**config.mk**
```make
export PLATFORM = sky130hd
export DESIGN_NAME = mipsfpga_lcd_spi
export DESIGN_NICKNAME = d
export VERILOG_FILES = /design/src/rtl/mipsfpga_lcd_pkg.sv /design/src/rtl/mipsfpga_lcd_fifo.sv /design/src/rtl/mipsfpga_lcd_spi.sv
export SDC_FILE = /design/constraint.sdc
export NUM_CORES = 1
export LEC_CHECK = 0
export ABC_CLOCK_PERIOD_IN_PS = 3100
export BUFFER_PORTS_ARGS = -buffer_cell sky130_fd_sc_hd__buf_2
export CAP_MARGIN = 20
export CORE_MARGIN = 4
export CORE_UTILIZATION = 61
export DETAILED_ROUTE_END_ITERATION = 8
export PLACE_DENSITY = 0.79
export SLEW_MARGIN = 20
export SYNTH_ARGS = -nofsm -noshare
export SYNTH_HDL_FRONTEND = slang
export SYNTH_SLANG_ARGS = --single-unit
```
**constraint.sdc**
```tcl
create_clock -name SI_ClkIn -period 3.1 [get_ports SI_ClkIn]
set_clock_uncertainty 0.1 [all_clocks]
set_input_delay 0.31 -clock SI_ClkIn [delete_from_list [all_inputs] [get_ports SI_ClkIn]]
set_output_delay 0.31 -clock SI_ClkIn [all_outputs]
set_load 0.02 [all_outputs]
```
**src/rtl/mipsfpga_lcd_pkg.sv**
```systemverilog
// rtl/mipsfpga_lcd_pkg.sv - shared types and defaults for the LCD SPI block
package mipsfpga_lcd_pkg;

  typedef enum logic [1:0] {
    IDLE     = 2'd0,
    SHIFT_LO = 2'd1,
    SHIFT_HI = 2'd2,
    GAP      = 2'd3
  } lcd_state_t;

  // Queue entry is {rs, data[7:0]}
  localparam int ENTRY_W        = 9;
  localparam int DEF_CLK_DIV    = 4;
  localparam int DEF_FIFO_DEPTH = 8;

endpackage

```
**src/rtl/mipsfpga_lcd_fifo.sv**
```systemverilog
// rtl/mipsfpga_lcd_fifo.sv - command FIFO with registered count and show-ahead read
module mipsfpga_lcd_fifo
  import mipsfpga_lcd_pkg::*;
#(
  parameter int DEPTH = DEF_FIFO_DEPTH
) (
  input  logic               clk,
  input  logic               rst,
  input  logic               push,
  input  logic [ENTRY_W-1:0] push_data,
  input  logic               pop,
  output logic [ENTRY_W-1:0] pop_data,
  output logic               full,
  output logic               empty
);

  localparam int AW = $clog2(DEPTH);

  logic [ENTRY_W-1:0] mem [DEPTH];
  logic [AW-1:0]      wr_ptr;
  logic [AW-1:0]      rd_ptr;
  logic [AW:0]        count;
  logic               push_ok;
  logic               pop_ok;

  // Flags come from the registered count, so a push while full is dropped even if a pop frees a slot this cycle
  assign full     = (count == (AW+1)'(DEPTH));
  assign empty    = (count == '0);
  assign push_ok  = push & ~full;
  assign pop_ok   = pop & ~empty;
  assign pop_data = mem[rd_ptr];

  always_ff @(posedge clk) begin
    if (push_ok) mem[wr_ptr] <= push_data;
  end

  always_ff @(posedge clk or posedge rst) begin
    if (rst) begin
      wr_ptr <= '0;
      rd_ptr <= '0;
      count  <= '0;
    end else begin
      if (push_ok) wr_ptr <= wr_ptr + AW'(1);
      if (pop_ok)  rd_ptr <= rd_ptr + AW'(1);
      case ({push_ok, pop_ok})
        2'b10:   count <= count + (AW+1)'(1);
        2'b01:   count <= count - (AW+1)'(1);
        default: count <= count;
      endcase
    end
  end

endmodule

```
**src/rtl/mipsfpga_lcd_spi.sv**
```systemverilog
// rtl/mipsfpga_lcd_spi.sv - queued SPI mode-0 serializer driving an LCD with a register-select line
module mipsfpga_lcd_spi
  import mipsfpga_lcd_pkg::*;
#(
  parameter int CLK_DIV    = DEF_CLK_DIV,
  parameter int FIFO_DEPTH = DEF_FIFO_DEPTH
) (
  input  logic       SI_ClkIn,
  input  logic       SI_Reset,
  input  logic       wr_en,
  input  logic       wr_rs,
  input  logic [7:0] wr_data,
  output logic       full,
  output logic       empty,
  output logic       busy,
  output logic       ovf,
  input  logic       ovf_clr,
  output logic       lcd_rs,
  output logic       lcd_sdo,
  output logic       lcd_sck
);

  localparam logic [7:0] DIV_LAST = 8'(CLK_DIV - 1);

  lcd_state_t         state_q, state_d;
  logic [7:0]         div_q, div_d;
  logic [2:0]         bit_q, bit_d;
  logic [7:0]         byte_q, byte_d;
  logic               rs_d, sdo_d, sck_d;
  logic               pop;
  logic [ENTRY_W-1:0] fifo_dout;
  logic               div_done;
  logic [2:0]         bit_next;

  mipsfpga_lcd_fifo #(.DEPTH(FIFO_DEPTH)) u_fifo (
    .clk       (SI_ClkIn),
    .rst       (SI_Reset),
    .push      (wr_en),
    .push_data ({wr_rs, wr_data}),
    .pop       (pop),
    .pop_data  (fifo_dout),
    .full      (full),
    .empty     (empty)
  );

  assign div_done = (div_q == DIV_LAST);
  assign bit_next = bit_q - 3'd1;
  assign busy     = (state_q != IDLE) | ~empty;

  always_comb begin
    state_d = state_q;
    div_d   = div_q;
    bit_d   = bit_q;
    byte_d  = byte_q;
    rs_d    = lcd_rs;
    sdo_d   = lcd_sdo;
    sck_d   = 1'b0;
    pop     = 1'b0;
    case (state_q)
      IDLE: begin
        if (!empty) begin
          pop     = 1'b1;
          state_d = SHIFT_LO;
          rs_d    = fifo_dout[8];
          byte_d  = fifo_dout[7:0];
          sdo_d   = fifo_dout[7];
          bit_d   = 3'd7;
          div_d   = '0;
        end
      end
      SHIFT_LO: begin
        if (div_done) begin
          div_d   = '0;
          sck_d   = 1'b1;
          state_d = SHIFT_HI;
        end else begin
          div_d = div_q + 8'd1;
        end
      end
      SHIFT_HI: begin
        sck_d = 1'b1;
        // Data only moves together with the falling sck edge
        if (div_done) begin
          div_d = '0;
          sck_d = 1'b0;
          if (bit_q != 3'd0) begin
            bit_d   = bit_next;
            sdo_d   = byte_q[bit_next];
            state_d = SHIFT_LO;
          end else begin
            state_d = GAP;
          end
        end else begin
          div_d = div_q + 8'd1;
        end
      end
      GAP: begin
        if (div_done) begin
          div_d   = '0;
          state_d = IDLE;
        end else begin
          div_d = div_q + 8'd1;
        end
      end
      default: state_d = IDLE;
    endcase
  end

  always_ff @(posedge SI_ClkIn or posedge SI_Reset) begin
    if (SI_Reset) begin
      state_q <= IDLE;
      div_q   <= '0;
      bit_q   <= '0;
      byte_q  <= '0;
      lcd_rs  <= 1'b0;
      lcd_sdo <= 1'b0;
      lcd_sck <= 1'b0;
    end else begin
      state_q <= state_d;
      div_q   <= div_d;
      bit_q   <= bit_d;
      byte_q  <= byte_d;
      lcd_rs  <= rs_d;
      lcd_sdo <= sdo_d;
      lcd_sck <= sck_d;
    end
  end

  always_ff @(posedge SI_ClkIn or posedge SI_Reset) begin
    if (SI_Reset)            ovf <= 1'b0;
    else if (wr_en && full)  ovf <= 1'b1;
    else if (ovf_clr)        ovf <= 1'b0;
  end

endmodule

```
After elaboration in Yosys (flattened, before gate mapping)
Memories as Yosys holds them, arrays and structs flattened.
Cells that the tools add are included.
- flip-flop bits (word level): 35
- RAM bits: 72
- input bits: 13
- logic and storage cells: 77
- memories kept: 1
- memory list (memory ; words ; bits a word ; rd ports ; clocked after Yosys merged registers in ; wr ports ; RTL line ; text):
    u_fifo.mem ; 8 ; 9 ; 1 ; 0 ; 1 ; mipsfpga_lcd_fifo.sv:19 ; logic [ENTRY_W-1:0] mem [DEPTH];
- $add $sub $neg: 6
- magnitude comparators: 1
- eq/ne operators: 12
- muxes and demuxes: 29
- bitwise gates (word level): 5
- reduce and logical (&&, ||, !) cells: 12
- operators by type and width (operator ; number):
    $mux W8 ; 2
    $pmux W8 S2 ; 1
    $mux W1 ; 12
    $mux W2 ; 5
    $ne A2 B2 Y1 const B ; 5
    $mux W3 ; 3
    $add A8 B1 Y8 const B ; 1
    $eq A8 B2 Y1 const B ; 1
    $pmux W2 S4 ; 1
    $pmux W4 S2 ; 1
    $reduce_and A4 Y1 ; 2
    $reduce_bool A2 Y1 ; 4
    $add A3 B1 Y3 const B ; 2
    $eq A2 B2 Y1 const B ; 3
    $pmux W3 S2 ; 1
    $add A4 B1 Y4 const B ; 1
    $eq A2 B1 Y1 const B ; 2
    $eq A4 B4 Y1 const B ; 1
    $logic_not A4 Y1 ; 1
    $lt A3 B4 Y1 const B ; 1
    $pmux W1 S2 ; 2
    $sub A4 B1 Y4 const B ; 1
    $bmux W1 S3 ; 1
    $reduce_bool A3 Y1 ; 1
    8 further kinds ; 10

Depth between registers and ports, before layout
Gate-level depths: netlist of the first run.
- depth after elaboration: 6
- mapped depth: 11
- gate-level depth less buffers: 10

Modules after synthesis
Synthesis of the first run repeated with hierarchy kept, for this count alone.
- cells, all modules: 284
- area, all modules: 4718.3 µm²
- modules (own cells, without submodules) (module ; times used ; cells each ; area each (µm²)):
    mipsfpga_lcd_fifo ; 1 ; 172 ; 3439.5
    mipsfpga_lcd_spi ; 1 ; 112 ; 1278.7

Worst setup path before layout of the first run
No wires, ideal clock.
- kind: register -> register
- start: reg u_fifo.count[1]
- end: reg u_fifo.count[2]
- arrival time: 2.782 ns
- path slack: 0.091 ns
- cell stages (with the launch flop): 12
- buffers on the path: 1
- cell sequence: dfrtp_1 clkbuf_1 nor4b_1 nor2b_1 inv_1 ha_1 xor2_1 ha_1 a21oi_1 xor2_1 nor2_1 xor2_1
- RTL lines (what ; RTL line ; text):
    start, declared ; mipsfpga_lcd_fifo.sv:22 ; logic [AW:0] count;
    start signal, assigned ; mipsfpga_lcd_fifo.sv:46 ; 2'b10: count <= count + (AW+1)'(1);
    start signal, assigned ; mipsfpga_lcd_fifo.sv:47 ; 2'b01: count <= count - (AW+1)'(1);
    start signal, assigned ; mipsfpga_lcd_fifo.sv:48 ; default: count <= count;
    $eq A4 B4 Y1 (*) ; mipsfpga_lcd_fifo.sv:27 ; assign full = (count == (AW+1)'(DEPTH));
    named net full ; mipsfpga_lcd_spi.sv:13 ; output logic full,
    $not A1 Y1 (*) ; mipsfpga_lcd_fifo.sv:29 ; assign push_ok = push & ~full;
    $and A1 B1 Y1 (*) ; mipsfpga_lcd_fifo.sv:29 ;
    $eq A2 B1 Y1 or $eq A2 B2 Y1 (tied branches) ; mipsfpga_lcd_fifo.sv:45 ; case ({push_ok, pop_ok})
    $pmux W4 S2 or $reduce_bool A2 Y1 (tied branches) ; - ;
The timed path passes the listed nets; every way through them passes the cells marked *.
A chain may end at the register's enable or synchronous reset.

Worst setup path in the final report of the first run
- start: reg u_fifo.count[1]
- end: reg u_fifo.count[2]
- word-level cells in the longest chain between the ends: 6
- RTL lines (what ; RTL line ; text):
    $logic_not A4 Y1 ; mipsfpga_lcd_fifo.sv:28 ; assign empty = (count == '0);
    $mux W1 ; mipsfpga_lcd_spi.sv:61 ; if (!empty) begin
    $mux W1 ; mipsfpga_lcd_spi.sv:59 ; case (state_q)
    $and A1 B1 Y1 ; mipsfpga_lcd_fifo.sv:30 ; assign pop_ok = pop & ~empty;
    $eq A2 B1 Y1 or $eq A2 B2 Y1 (tied branches) ; mipsfpga_lcd_fifo.sv:45 ;
    $pmux W4 S2 or $reduce_bool A2 Y1 (tied branches) ; - ;
Several ways; a longest one is shown, not always the timed one.

==> impl_metrics.toml, run 1 <==
[run_status]
outcome = "completed"

[finish]
drive_gt1_share_pct = 23.6
fin_nets = 338
num_antenna_cells = 0
final_common_cell = "edfxtp_1"
utilization_pct = 69.3
layout_common_cells = "72 x edfxtp_1, 35 x dfrtp_1, 29 x nand2_1"
fillers = 500
syn_to_final_growth_pct = 10.5

[critical_path]
critical-path-slowest-cell = "nor4b_1"
path_common_cell = "xor2_1"
reg2reg_slack_ns = 0.50
critPathLaunchType = "register"
worstReg2RegStart = "u_fifo.count[1]"
criticalPathCategory = "reg2reg"
cp.buffers_inverters = 1
crit_chain = "nor4b_1, nor2b_1, inv_1, ha_1, xor2_1, ha_1, a21oi_1, xor2_1, nor2_1, xor2_1"
cpPeakStageDelay_ns = 0.50
crit_arrival_ns = 2.74
startpoint = "u_fifo.count[1]"
cp-end-kind = "register"
crit_path_end = "u_fifo.count[2]"
worstPathMaxFanout = 8
path_delay_family = "simple AND/OR/NAND/NOR gates"
rr_worst_depth = 10
worst-path-stages = 10
r2r_end = "u_fifo.count[2]"
cp.required_ns = 3.24

[flow_run]
maxCapViolations = 0

[drt]
drtPass1Iterations = 4
wirelength_um = 7510
num_vias = 2415
drt_iter0_markers = 139
drc = 0
viasPerCell = 5.74
drtAntennaViolNets = 0
wl_per_cell_um = 17.8

[timing]
fin_ws_ns = 0.498
slew_headroom_pct = 43.1
setup_viol = 0
drv_slew = 0
finalHoldViolations = 0
rsz0062_at_grt = "no"
tns_ns = 0
timing.final.crit_share_pct = 83.9
period_needed_ns = 2.60
max_freq_mhz = 384
worst_pin_slew_ns = 0.853

[logic_synthesis]
synthesis.area_mm2 = 0.00452
ys_types = 41
synth_warnings = 0
synth_area_per_cell_um2 = 15.9
ys_ff_latch = 107
syn_inst = 284
synth_nets = 305
yosysSeqAreaShare_pct = 67.1

[global_routing]
grt_pass1_wl_um = 12700
grt_max_degree = 36
track_usage_pct = 19.3
overflow = 0
grt_antenna_before_repair = 0
grt_pass1_vias = 2509

[cts]
cts.sinks = 107
cts_buffers = 9
root_buffer = "clkbuf_8"
postCtsResizedCells = 0
clkTransAtPathRegs_ns = 0.11
postCtsSetupBuffers = 0
cts_tree = "built"
cts-htree-levels = 3
cts_buffer_depth = 2
worstSkewPairLatency_ns = 0.36

[die]
rows = 31
dieArea_mm2 = 0.00886
initial_core_util_pct = 62.7
die_x_um = 94.1
die_h_um = 94.1
io_pins = 20
core_area_mm2 = 0.00721

[power]
max-vdd-ir-drop_mv = 0.460
power.leakage_nw = 1.93
power_density_mw_per_mm2 = 885

[worst_hold_path]
min-delay-path-class = "in2reg"
hold_start = "ovf_clr"

[place]
gp_congestion = 0.734
dpl_worst_slack_ns = 0.498
io_buffers = 19
dpl.hpwl_um = 5090
[area by class of cell]
class	count	area, um^2	area share, %
Clock buffer	9	124	2.48
Clock inverter	7	80.1	1.60
Inverter	8	30.0	0.600
Multi-Input combinational cell	159	1410	28.2
Sequential cell	107	3040	60.7
Tap cell	99	124	2.48
Timing Repair Buffer	32	195	3.90
[power breakdown]
group	switching, mW	internal, mW	leakage (nW)
Combinational	0.713	0.729	0.739
Sequential	0.282	1.86	1.08
Clock	0.515	0.324	0.105
[registers in the layout, summed over array words and instances (netlist names)]
| signal | flops |
|---|---|
| byte_q | 8 |
| state_q | 2 |
| ovf | 1 |
| u_fifo.mem | 72 |
| lcd_sdo | 1 |
| div_q | 8 |
| bit_q | 3 |
| u_fifo.rd_ptr | 3 |
| u_fifo.wr_ptr | 3 |
| lcd_rs | 1 |
| u_fifo.count | 4 |
| lcd_sck | 1 |
[how the worst min path moves through the flow]
stage                                   to  slack [ns]  cells after the start
after CTS                              ovf        0.02                      2
after global routing                   ovf        0.02                      2
after detailed placement   u_fifo.count[0]        0.33                      3
final                                  ovf        0.03                      2
after global placement     u_fifo.count[0]        0.33                      3
after floorplan           u_fifo.mem[0][0]        0.31                      0
[metal layers]
metal  part of all wire, %  vias up  GRT usage [%]
li1                      -     1136              -
met1                    42     1208           25.3
met2                    52       62           32.3
met3                   4.5        9           3.85
met4                   1.6        0           6.74
met5                     0        -              0
[timing repair]
action / 4_1_cts / 5_1_grt
hold buffers: 1 / 0
endpoints found under the hold margin: 35 / 0
endpoints found under the setup margin: 0 / 0
[Yosys cell counts, drive strengths merged]
library cell	number	share of area, %
a2111oi	1	0.19
a211o	1	0.19
a211oi	3	0.50
a21o	4	0.66
a21oi	3	0.33
a22o	5	0.97
a31oi	1	0.14
and2	2	0.28
and3	1	0.14
and3b	1	0.19
buf	5	0.58
clkbuf	5	0.44
dfrtp	35	19
edfxtp	72	48
ha	8	2.2
inv	8	0.66
mux2	5	1.5
mux2i	11	2.4
mux4	20	10
nand2	29	2.4
nand2b	5	0.69
nand3	4	0.55
nand3b	1	0.17
nand4	1	0.14
nor2	12	1.0
nor2b	3	0.41
nor3	3	0.44
nor3b	3	0.50
nor4	1	0.28
nor4b	2	0.72
o211ai	1	0.17
o21ai	17	1.9
xnor2	6	1.2
xor2	5	0.97
[cell families (layout without fill, tap and decap cells)]
kind of cell / after synthesis / after routing / share of synthesized area [%]
buf+inv: 18 / 56 / 1.69
simple gates: 68 / 68 / 7.91
mux: 36 / 36 / 13.9
compound gates: 36 / 36 / 5.03
flops: 107 / 107 / 67.1
xor+xnor: 11 / 11 / 2.13
fa+ha+maj: 8 / 8 / 2.21
[worst register-to-register path, cell delays in order, from the launching register on]
cell     delay [ns]
dfrtp_1        0.48
nor4b_1        0.50
nor2b_1        0.19
inv_1          0.16
ha_1           0.26
xor2_1         0.10
ha_1           0.19
a21oi_1        0.15
xor2_1         0.16
nor2_1         0.06
xor2_1         0.14
[metrics by stage]
stage               power, mW  hold slack (ns)  instances  cell area, um^2
finish                   4.42           0.0307        421             5000
global placement         3.56            0.327        404             4790
CTS                      4.47           0.0195        421             5000
global route             4.72           0.0161        421             5000
detailed placement       3.64            0.335        404             4790
floorplan                3.23            0.309        284             4520
No activity file was read; power rests on OpenSTA's default activity.
==> run 2, diff against run 1 <==
--- a/config.mk
+++ b/config.mk
@@ -5,7 +5,8 @@
 export SDC_FILE = /design/constraint.sdc
 export NUM_CORES = 1
 export LEC_CHECK = 0
-export ABC_CLOCK_PERIOD_IN_PS = 3100
+export ABC_AREA = 1
+export ABC_CLOCK_PERIOD_IN_PS = 2700
 export BUFFER_PORTS_ARGS = -buffer_cell sky130_fd_sc_hd__buf_2
 export CAP_MARGIN = 20
 export CORE_MARGIN = 4
==> constraint.sdc (replaced) <==
create_clock -name SI_ClkIn -period 2.7 [get_ports SI_ClkIn]
set_clock_uncertainty 0.1 [all_clocks]
set_input_delay 0.27 -clock SI_ClkIn [delete_from_list [all_inputs] [get_ports SI_ClkIn]]
set_output_delay 0.27 -clock SI_ClkIn [all_outputs]
set_load 0.02 [all_outputs]
==> run 2 against run 1 <==
Final cell count grew 34%. Sequential power grew 13%. Power increased by 25%. Global-route usage increased by 1.1 points. Routed wire length up 11%. First-iteration DRC count is 83% higher. Cell area grew 3.3%. Critical path type unchanged.
==> impl_metrics.toml, run 2 <==
[logic_synthesis]
ys_types = 31
synth_nets = 453
ys_ff_latch = 107
synth_area_leaders = "edfxtp_1 46%, dfrtp_1 19%, nor2_1 5.3%"
synth_warnings = 0
yosysSeqAreaShare_pct = 64.6
synth_edf_count = 72
synthFlopType = "edfxtp_1"
synthesis.area_mm2 = 0.00470
postSynth.asyncResetShare_pct = 32.7
synth_area_per_cell_um2 = 10.9
synthTopCellsByCount = "72 x edfxtp_1, 66 x nor2_1, 61 x nand2_1"
yosys.cell_count.top_type = "edfxtp_1"
synth_top_area_cell = "edfxtp_1"
synth.top_cell.area_share_pct = 46.0
syn_inst = 432

[finish]
top_regs = "u_fifo.mem x72, byte_q x8, div_q x8"
top_register = "u_fifo.mem"
fillers = 520
num_antenna_cells = 0
seqCellArea_mm2 = 0.00304
final_cells = 565
stdcell_area_mm2 = 0.00517
fin_nets = 482
largest_register_ffs = 72
utilization_pct = 70.1
layout_common_cells = "72 x edfxtp_1, 66 x nor2_1, 61 x nand2_1"
drive_gt1_share_pct = 13.5
syn_to_final_growth_pct = 9.87
multi_input_area_mm2 = 0.00141
final_common_cell = "edfxtp_1"

[drt]
num_vias = 3134
drtAntennaViolNets = 0
viasPerCell = 5.55
drt_iter0_markers = 255
drtPass1Iterations = 4
drc = 0
wl_per_cell_um = 14.7
wirelength_um = 8320

[global_routing]
grt_max_degree = 38
grt_use_met1_pct = 26.2
grt_pass1_vias = 2976
grt_pass1_wl_um = 14100
top_usage_layer = "met2"
track_usage_pct = 20.4
grtUsageMet2_pct = 34.6
met3_usage_pct = 4.14
grt_antenna_before_repair = 0
overflow = 0

[power]
p_int_mw = 3.40
power_density_mw_per_mm2 = 1070
clockPowerShare_pct = 20.2
p_switching_mw = 2.12
sw_frac_of_total_pct = 38.5
power_frac_seq_pct = 43.9
power.leakage_nw = 2.11
max-vdd-ir-drop_mv = 0.620
power.total_mw = 5.52
pwr-share-comb_pct = 35.9

[timing]
drv_slew = 0
rsz0062_at_grt = "no"
tns_ns = 0
worst_pin_slew_ns = 0.654
max_freq_mhz = 434
holdWs_ns = 0.0419
timing.final.crit_share_pct = 85.3
setup_viol = 0
finalHoldViolations = 0
period_needed_ns = 2.30
slew_headroom_pct = 56.4
fin_ws_ns = 0.396

[cts]
postCtsSetupBuffers = 0
worstSkewPairLatency_ns = 0.37
cts_tree = "built"
cts-htree-levels = 3
postCtsResizedCells = 0
root_buffer = "clkbuf_8"
cts_buffers = 9
cts_buffer_depth = 2
cts.sinks = 107
clkTransAtPathRegs_ns = 0.10

[die]
core_area_mm2 = 0.00737
die_h_um = 95.8
initial_core_util_pct = 63.8
rows = 31
io_pins = 20
die_x_um = 95.8
dieArea_mm2 = 0.00918

[critical_path]
worstReg2RegStart = "u_fifo.count[0]"
cp-end-kind = "register"
cp.required_ns = 2.85
critPathLaunchType = "register"
criticalPathCategory = "reg2reg"
worstPathMaxFanout = 22
reg2reg_slack_ns = 0.40
rr_worst_depth = 10
crit_arrival_ns = 2.45
r2r_end = "u_fifo.count[2]"

[place]
dpl_worst_slack_ns = 0.421
dpl.cell_count = 547
place_area_mm2 = 0.00491
io_buffers = 19
dpl.hpwl_um = 5580
gp_congestion = 0.816

[flow_run]
maxCapViolations = 0

[worst_hold_path]
min_to = "ovf"
hold_depth = 3
hold_start = "wr_en"
min-delay-path-class = "in2reg"

[run_status]
outcome = "completed"
[run 2: worst max path at each step]
stage	startpoint	to	slack (ns)	cells past startpoint
floorplan	u_fifo.count[2]	u_fifo.count[2]	0.59	11
global placement	u_fifo.count[0]	u_fifo.count[2]	0.52	10
CTS	u_fifo.count[0]	u_fifo.count[2]	0.39	10
global route	u_fifo.count[0]	u_fifo.count[2]	0.22	10
detailed placement	u_fifo.count[0]	u_fifo.count[2]	0.42	10
finish	u_fifo.count[0]	u_fifo.count[2]	0.40	10
[run 2: final cells by class]
class                      instances  share of cell area [%]
timing repair buffer              32                    3.83
multi-input combinational        270                    27.2
tap                               99                    2.40
inverter                          41                    3.12
sequential                       107                    58.8
clock buffer                       9                    2.40
clock inverter                     7                    2.25
[run 2: critical path, cell delays in order, from the launching register on]
cell and delay, ns:
dfrtp_1 0.45, nor2_2 0.23, nand2_4 0.11, nand2_2 0.10, inv_2 0.16, ha_1 0.30
xor2_1 0.17, ha_1 0.18, a21oi_1 0.14, xor2_1 0.15, o21ai_0 0.08
[run 2: metal layers]
metal	up-vias	share of wire, %
li1	1531	-
met1	1515	43
met2	78	51
met3	10	5.0
met4	0	1.4
met5	-	0
[run 2: power groups by stage]
stage	clock [mW]	sequential [mW]	combinational, mW
6_report	1.12	2.42	1.98
3_3_place_gp	0	2.44	1.91
3_5_place_dp	0	2.46	1.98
5_1_grt	1.20	2.48	2.26
4_1_cts	1.13	2.43	2.00
2_1_floorplan	0	2.38	1.61
[run 2: kinds of logic after synthesis]
kind of cell    Yosys count  share of synthesized area [%]
fa+ha+maj                 8                           2.13
simple gates            172                           16.3
compound gates           78                           9.28
flops                   107                           64.6
xor+xnor                 12                           2.23
buf+inv                  55                           5.51
[run 2: repair_timing]
item / CTS / global route
hold buffers: 2 / 0
hold endpoints to repair: 36 / 0
endpoints found under the setup margin: 0 / 0
==> run 3, diff against run 2 <==
--- a/config.mk
+++ b/config.mk
@@ -5,7 +5,7 @@
 export SDC_FILE = /design/constraint.sdc
 export NUM_CORES = 1
 export LEC_CHECK = 0
-export ABC_AREA = 1
+export ABC_AREA = 0
 export ABC_CLOCK_PERIOD_IN_PS = 2700
 export BUFFER_PORTS_ARGS = -buffer_cell sky130_fd_sc_hd__buf_2
 export CAP_MARGIN = 20
==> run 3 against run 2 <==
Clock-buffer cell count unchanged. Sequential power about the same. Final cell count down 24%. Routed wire length decreased by 11%. Largest power group unchanged. Sequential share of layout area up 1.3 points. Worst hold slack got worse by 0.017 ns. Utilization shrank 0.088 points. Combinational power is 12% lower.
==> impl_metrics.toml, run 3 (same netlist as run 1, synthesis figures left out) <==
[timing]
drv_slew = 0
tns_ns = 0
max_freq_mhz = 409
worst_pin_slew_ns = 0.774
rsz0062_at_grt = "no"
holdWs_ns = 0.0249
fin_ws_ns = 0.253
slew_headroom_pct = 48.4
period_needed_ns = 2.45
finalHoldViolations = 0
timing.final.crit_share_pct = 90.6
setup_viol = 0

[cts]
cts.sinks = 107
clkTransAtPathRegs_ns = 0.10
cts-htree-levels = 3
cts_buffers = 9
root_buffer = "clkbuf_8"
postCtsSetupBuffers = 0
cts_tree = "built"
cts_buffer_depth = 2
worstSkewPairLatency_ns = 0.36

[critical_path]
worstReg2RegStart = "u_fifo.count[0]"
criticalPathCategory = "reg2reg"
startpoint = "u_fifo.count[0]"
crit_arrival_ns = 2.59
critPathLaunchType = "register"
cp-end-kind = "register"
cp.required_ns = 2.84
reg2reg_slack_ns = 0.25
worstPathMaxFanout = 6

[place]
gp_congestion = 0.771
io_buffers = 19
dpl.hpwl_um = 4950
dpl_worst_slack_ns = 0.259
dpl.cell_count = 409

[drt]
wirelength_um = 7370
viasPerCell = 5.66
drt_iter0_markers = 88
drc = 0
drtAntennaViolNets = 0
num_vias = 2415
wl_per_cell_um = 17.3
drtPass1Iterations = 4

[finish]
syn_to_final_growth_pct = 11.7
final_common_cell = "edfxtp_1"
final_cells = 427
seqCellArea_mm2 = 0.00304
fin_nets = 344
fillers = 465
layout_common_cells = "72 x edfxtp_1, 35 x dfrtp_1, 29 x nand2_1"
num_antenna_cells = 0
drive_gt1_share_pct = 24.7
multi_input_area_mm2 = 0.00143
top_register = "u_fifo.mem"
top_regs = "u_fifo.mem x72, byte_q x8, div_q x8"
largest_register_ffs = 72

[flow_run]
maxCapViolations = 0

[global_routing]
grt_pass1_wl_um = 12500
track_usage_pct = 19.2
overflow = 0
grt_antenna_before_repair = 0
grt_pass1_vias = 2443
grt_max_degree = 36

[die]
initial_core_util_pct = 62.7
rows = 31
dieArea_mm2 = 0.00886
die_h_um = 94.1
io_pins = 20
core_area_mm2 = 0.00721
die_x_um = 94.1

[worst_hold_path]
min-delay-path-class = "in2reg"
hold_start = "wr_en"

[power]
power.leakage_nw = 1.96
max-vdd-ir-drop_mv = 0.531
power_density_mw_per_mm2 = 1000

[run_status]
outcome = "completed"
## run 3: changes by cell type in the layout (fill, tap and decap cells not counted), sizes merged, moves of 5 or more
cell,before,now
nor2,69,12
o21ai,54,17
nand2,65,29
inv,45,11
nand3,32,4
mux4,0,20
o211ai,17,1
mux2i,0,11
buf,30,36
a22o,0,5
mux2,0,5
nand2b,0,5
xor2,10,5
## run 3: worst max-delay path: stages (launching register included)
cell and delay, ns:
dfrtp_1 0.48, nor4_2 0.36, nand2b_1 0.17, inv_1 0.08
ha_1 0.27, xor2_1 0.17, ha_1 0.19, a21oi_1 0.15
xor2_1 0.16, nor2_1 0.06, xor2_1 0.14
## run 3: stage by stage
| stage | cell area, um^2 | util [%] | power (mW) |
|---|---|---|---|
| global route | 5050 | 70.0 | 5.44 |
| global placement | 4830 | 67.0 | 4.13 |
| detailed placement | 4830 | 67.0 | 4.20 |
| finish | 5050 | 70.0 | 5.07 |
| floorplan | 4530 | - | 3.72 |
| CTS | 5040 | 69.9 | 5.12 |
## run 3: power by group
part / internal (mW) / switching [mW] / leakage [nW]
clock: 0.360 / 0.556 / 0.0980
sequential: 2.14 / 0.282 / 1.08
combinational: 0.874 / 0.863 / 0.776
total: 3.37 / 1.70 / 1.96
## run 3: layout make-up
class,count,share of cell area (%)
inverters,8,0.594
multi-input cells,159,28.2
clock buffers,9,2.45
repair buffers,38,4.80
well taps,99,2.45
flip-flops and latches,107,60.1
clock inverters,7,1.36
## run 3: timing repair
action                                  4_1_cts  5_1_grt
endpoints found under the hold margin        36        0
hold buffers                                  2        0
gates resized for setup                       0        1
endpoints found under the setup margin        0        1
## run 3: path summary, 6_finish.rpt
check | to | depth (start not counted)
max | u_fifo.count[2] | 10
max in group asynchronous | div_q[0] | 4
min in group asynchronous | u_fifo.wr_ptr[0] | 4
min reg2reg | byte_q[5] | 2
min | ovf | 3
max reg2reg | u_fifo.count[2] | 10
## run 3: layer usage
layer | global-route usage (%) | wire length (um) | vias up
li1 | - | - | 1152
met1 | 25.9 | 3200 | 1215
met2 | 30.7 | 3750 | 41
met3 | 5.93 | 340 | 7
met4 | 5.17 | 80 | 0
met5 | 0 | 0 | -
